### config.mk
export PLATFORM = sky130hd
export DESIGN_NAME = arbitro_divisor
export DESIGN_NICKNAME = d
export VERILOG_FILES = /design/src/rtl/arbitro_divisor.sv
export SDC_FILE = /design/constraint.sdc
export NUM_CORES = 1
export LEC_CHECK = 0
export ABC_AREA = 1
export BUFFER_PORTS_ARGS = -buffer_cell sky130_fd_sc_hd__buf_2
export CAP_MARGIN = 25
export CORE_AREA = 2 2 179 181
export CTS_BUF_LIST = sky130_fd_sc_hd__clkbuf_8
export DETAILED_ROUTE_END_ITERATION = 8
export DIE_AREA = 0 0 181 183
export PLACE_DENSITY = 0.63
export SLEW_MARGIN = 15
export SYNTH_ARGS = -nofsm -noshare
export SYNTH_HDL_FRONTEND = slang
export SYNTH_SLANG_ARGS = --single-unit
export TNS_END_PERCENT = 10
### constraint.sdc
create_clock -name CLK -period 5.9 [get_ports CLK]
set_input_delay 0.885 -clock CLK [delete_from_list [all_inputs] [get_ports CLK]]
set_output_delay 0.885 -clock CLK [all_outputs]
set_load 0.02 [all_outputs]
### src/rtl/arbitro_divisor.sv
// rtl/arbitro_divisor.sv - round-robin arbiter/sequencer sharing one signed divider among N_REQ requesters
// Optional DIV_ZERO_BYPASS_EN: answer zero divisors locally without starting the divider.
module arbitro_divisor #(
    parameter int tamanyo = 32,
    parameter int N_REQ   = 4,
    parameter int TIMEOUT = 80
) (
    input  logic                       CLK,
    input  logic                       RSTa,
    input  logic [N_REQ-1:0]           req_valid,
    output logic [N_REQ-1:0]           req_ready,
    input  logic [N_REQ*tamanyo-1:0]   req_num,
    input  logic [N_REQ*tamanyo-1:0]   req_den,
    output logic                       rsp_valid,
    input  logic                       rsp_ready,
    output logic [$clog2(N_REQ)-1:0]   rsp_id,
    output logic [tamanyo-1:0]         rsp_coc,
    output logic [tamanyo-1:0]         rsp_res,
    output logic                       rsp_err,
    output logic                       div_start,
    output logic [tamanyo-1:0]         div_num,
    output logic [tamanyo-1:0]         div_den,
    input  logic [tamanyo-1:0]         div_coc,
    input  logic [tamanyo-1:0]         div_res,
    input  logic                       div_done,
    output logic                       busy
);

    localparam int IDW = $clog2(N_REQ);
    localparam int IW1 = IDW + 1;
    localparam int CW  = $clog2(TIMEOUT + 1);

    typedef enum logic [1:0] {
        IDLE   = 2'd0,
        LAUNCH = 2'd1,
        WAIT   = 2'd2,
        RESP   = 2'd3
    } state_t;

    state_t             state;
    state_t             state_nxt;

    logic [IDW-1:0]     last_grant;
    logic [IDW-1:0]     grant_id;
    logic               grant_found;
    logic [IW1-1:0]     cand;

    logic [tamanyo-1:0] num_arr [N_REQ];
    logic [tamanyo-1:0] den_arr [N_REQ];

    logic [tamanyo-1:0] num_q;
    logic [tamanyo-1:0] den_q;
    logic [IDW-1:0]     id_q;
    logic [CW-1:0]      cnt;
    logic [tamanyo-1:0] coc_q;
    logic [tamanyo-1:0] res_q;
    logic               err_q;
    logic               timeout_hit;

    always_comb begin
        for (int i = 0; i < N_REQ; i++) begin
            num_arr[i] = req_num[i*tamanyo +: tamanyo];
            den_arr[i] = req_den[i*tamanyo +: tamanyo];
        end
    end

    // Search upward from the requester after the last winner, wrapping at N_REQ.
    always_comb begin
        grant_found = 1'b0;
        grant_id    = '0;
        cand        = '0;
        for (int k = 1; k <= N_REQ; k++) begin
            cand = {1'b0, last_grant} + IW1'(k);
            if (cand >= IW1'(N_REQ)) begin
                cand = cand - IW1'(N_REQ);
            end
            if (!grant_found && req_valid[cand[IDW-1:0]]) begin
                grant_found = 1'b1;
                grant_id    = cand[IDW-1:0];
            end
        end
    end

    assign timeout_hit = (cnt == CW'(TIMEOUT - 1));

    always_ff @(posedge CLK or negedge RSTa) begin
        if (!RSTa) begin
            state <= IDLE;
        end else begin
            state <= state_nxt;
        end
    end

    always_comb begin
        state_nxt = state;
        req_ready = '0;
        div_start = 1'b0;
        rsp_valid = 1'b0;
        case (state)
            IDLE: begin
                if (grant_found) begin
                    // Gated by RSTa so nothing is offered while reset is held.
                    req_ready = RSTa ? (N_REQ'(1) << grant_id) : '0;
                    state_nxt = LAUNCH;
                end
            end
            LAUNCH: begin
`ifdef DIV_ZERO_BYPASS_EN
                if (den_q == '0) begin
                    state_nxt = RESP;
                end else begin
                    div_start = 1'b1;
                    state_nxt = WAIT;
                end
`else
                div_start = 1'b1;
                state_nxt = WAIT;
`endif
            end
            WAIT: begin
                if (div_done || timeout_hit) begin
                    state_nxt = RESP;
                end
            end
            RESP: begin
                rsp_valid = 1'b1;
                if (rsp_ready) begin
                    state_nxt = IDLE;
                end
            end
            default: state_nxt = IDLE;
        endcase
    end

    always_ff @(posedge CLK or negedge RSTa) begin
        if (!RSTa) begin
            last_grant <= IDW'(N_REQ - 1);
            num_q      <= '0;
            den_q      <= '0;
            id_q       <= '0;
            cnt        <= '0;
            coc_q      <= '0;
            res_q      <= '0;
            err_q      <= 1'b0;
        end else begin
            case (state)
                IDLE: begin
                    if (grant_found) begin
                        num_q      <= num_arr[grant_id];
                        den_q      <= den_arr[grant_id];
                        id_q       <= grant_id;
                        last_grant <= grant_id;
                    end
                end
                LAUNCH: begin
                    cnt <= '0;
`ifdef DIV_ZERO_BYPASS_EN
                    if (den_q == '0) begin
                        coc_q <= '1;
                        res_q <= num_q;
                        err_q <= 1'b1;
                    end
`endif
                end
                WAIT: begin
                    // A Done arriving on the last allowed cycle still beats the abort.
                    if (div_done) begin
                        coc_q <= div_coc;
                        res_q <= div_res;
                        err_q <= 1'b0;
                    end else if (timeout_hit) begin
                        coc_q <= '0;
                        res_q <= '0;
                        err_q <= 1'b1;
                    end else begin
                        cnt <= cnt + CW'(1);
                    end
                end
                default: ;
            endcase
        end
    end

    assign rsp_id  = id_q;
    assign rsp_coc = coc_q;
    assign rsp_res = res_q;
    assign rsp_err = err_q;
    assign div_num = num_q;
    assign div_den = den_q;
    assign busy    = (state != IDLE);

endmodule

==> flow_metrics.env <==
export IMPL_outcome="completed"
export IMPL_fin_tns_setup_ps=0
export IMPL_cp_end_kind="output pin"
export IMPL_cts_clk_slew_worst_paths_ps=100
export IMPL_p_per_area_nw_per_um2=680
export IMPL_fmax_mhz=245
export IMPL_hold_viol_final=0
export IMPL_r2r_end="div_num[24]"
export IMPL_fillers=3449
export IMPL_cts_tree="built"
export IMPL_internal_power_w=0.00333
export IMPL_fin_crit_sh_pct=69.3
export IMPL_period_minus_slack_ps=4090
export IMPL_post_cts_resize_count=0
export IMPL_remaining_drc_errors=0
export IMPL_worstSkewPairLatency_ps=450
export IMPL_dieHeight_um=183
export IMPL_routed_via_density=4.57
export IMPL_yosys_area_top_type_share_pct=41.0
export IMPL_grt_pass1_wl_mm=48.1
export IMPL_cts_setup_buffers=0
export IMPL_syn2layout_area_growth_pct=33.5
export IMPL_clock_skew_ps=15.8
export IMPL_layout_drive_gt1_share_pct=30.4
export IMPL_cts_max_level=4
export IMPL_fin_util_pct=36.5
export IMPL_wl_per_cell_um=14.3
export IMPL_stdcell_area_um2=11400
export IMPL_tightest_slew_ps=873
export IMPL_ys_types=31
export IMPL_worst_setup_path_type="register to output pin"
export IMPL_antenna_found_initial=2
export IMPL_endpoint="req_ready[3]"
export IMPL_boundaryPins=466
export IMPL_arrival_ps=3200
export IMPL_synthCells=1321
export IMPL_io_buffers=465
export IMPL_combPwrFrac_pct=68.2
export IMPL_max_cap_violations=0
export IMPL_start_util_pct=27.3
export IMPL_layout_common_cells="nand2_1, buf_2, nand3_1"
export IMPL_rsz0062_at_grt="no"
export IMPL_drt_iter0_drc=453
export IMPL_cts_sinks=142
export IMPL_slew_headroom_pct=41.8
export IMPL_place_hpwl_mm=22.4
export IMPL_nets=2057
export IMPL_clk_path_buf_depth=2
export IMPL_timing_rr_start="last_grant[1]"
export IMPL_seqPwrFrac_pct=21.5
export IMPL_dr_pass1_iters=5
export IMPL_grt_start_max_net_pins=90
export IMPL_syn_area_per_cell_um2=6.46
export IMPL_p_sw_w=0.00442
export IMPL_yosys_warnings=0
export IMPL_clockRootBuffer="clkbuf_8"
export IMPL_dieArea_um2=33100
export IMPL_cts_hold_buf=0
export IMPL_vias=9776
export IMPL_place_area_um2=11000
export IMPL_switching_share_pct=57.1
export IMPL_synth_nets=1654
export IMPL_p_leak_nw=7.04
export IMPL_worstPathMaxFanout=69
export IMPL_numCtsBuffers=17
export IMPL_ir_worst_vdd_v=0.000325
export IMPL_grt_pass1_vias=9214
export IMPL_rows=65
export IMPL_reg2reg_slack_ps=2360
export IMPL_maxSlewViolCount=0
export IMPL_power_w=0.00775
export IMPL_grt_usage_pct=18.2
export IMPL_netlist_area_um2=8530
export IMPL_synth_largest_area_cell="dfrtp_1"
export IMPL_wl_mm=30.6
export IMPL_r2r_cells=17
export IMPL_die_w_um=181
export IMPL_worst_setup_path_start_kind="register"
export IMPL_gp_congestion=0.841
export IMPL_globalRoute_totalOverflow=0
export IMPL_synth_area_leaders="dfrtp_1, nand2_1, nand3_1"
export IMPL_coreArea_um2=31200
export IMPL_ys_ff_latch=142
export IMPL_startpoint="last_grant[1]"
export IMPL_pwr_share_clk_pct=10.4
export IMPL_drt_antenna_violating_nets=0
export IMPL_layout_commonest_cell="nand2_1"
export IMPL_finalSetupViolations=0
export IMPL_worstPathRequired_ps=5020
export IMPL_synth_seq_area_share_pct=41.7
export IMPL_hold_path_class="input port to asynchronous set/reset pin"
-- cells in the mapped netlist --
cell	count
o21ai_0	10
dfrtp_1	140
xnor2_1	1
clkbuf_1	32
nand2_4	1
clkbuf_4	4
nand2_2	3
xor2_1	1
inv_1	18
nand3_2	1
inv_2	5
nor2_4	1
a21oi_2	1
nand2_1	816
nor2_2	1
buf_1	5
buf_4	9
nor3b_1	1
o21bai_1	1
buf_2	31
buf_6	11
dfstp_2	2
nor3_1	7
nand4_1	1
nor2_1	6
o22ai_1	2
ha_1	5
nand3_1	199
clkbuf_2	1
a21oi_1	3
o21ai_1	2
-- critical path, cell delays in order (launching register included) --
cell,delay (ps)
dfstp_2,640
inv_2,90
nand2_1,60
nand2_1,80
nand2_1,80
nand2_2,70
inv_2,50
nand2_1,100
nor2_2,140
nand2_4,290
nand2_4,600
inv_1,130
nor3_1,190
buf_2,200
-- per-stage QoR --
step                      hold WS [ps]  setup WS (ps)  std cells
after floorplan                    505           2690       1321
after global placement             448           2000       2106
after detailed placement           453           1970       2106
after CTS                          406           1710       2138
after global routing               447           1410       2141
final                              396           1810       2141
-- logic make-up after synthesis --
group / synth area share (%)
simple gates: 49.1
compound gates: 1.22
flops: 41.7
xor+xnor: 0.205
fa+ha+maj: 0.733
buf+inv: 7.11
-- worst min-delay path by stage --
stage             endpoint  slack, ps
4_1_cts         rsp_res[6]        410
2_1_floorplan       cnt[6]        510
3_3_place_gp   rsp_res[24]        450
6_report        rsp_res[6]        400
5_1_grt         rsp_res[6]        450
3_5_place_dp    rsp_coc[2]        450
-- power groups by stage --
stage | Combinational, W | Clock (W) | Sequential (W)
2_1_floorplan | 0.00361 | 0 | 0.00216
5_1_grt | 0.00601 | 0.000888 | 0.00172
4_1_cts | 0.00536 | 0.000848 | 0.00166
6_report | 0.00528 | 0.000803 | 0.00166
3_5_place_dp | 0.00536 | 0 | 0.00167
3_3_place_gp | 0.00531 | 0 | 0.00167
-- state kept, by name, summed over array words and instances (netlist names) --
name	flops
state	2
last_grant	2
cnt	7
div_num	32
rsp_err	1
rsp_id	2
rsp_coc	32
rsp_res	32
div_den	32
-- layout make-up --
cell class | instances | area [um2] | share of cell area [%]
inverters | 23 | 86.3 | 0.758
flip-flops and latches | 142 | 3560 | 31.2
diodes | 2 | 5.00 | 0.0439
clock inverters | 15 | 175 | 1.54
clock buffers | 17 | 234 | 2.05
repair buffers | 477 | 2440 | 21.4
well taps | 402 | 503 | 4.41
multi-input cells | 1063 | 4400 | 38.6
-- routing by layer --
metal	global-route usage (%)	routed length, um
met1	20.6	12100
met2	33.6	15700
met3	3.77	1900
met4	7.02	883
met5	0	0
(Power assumes the default switching activity.)
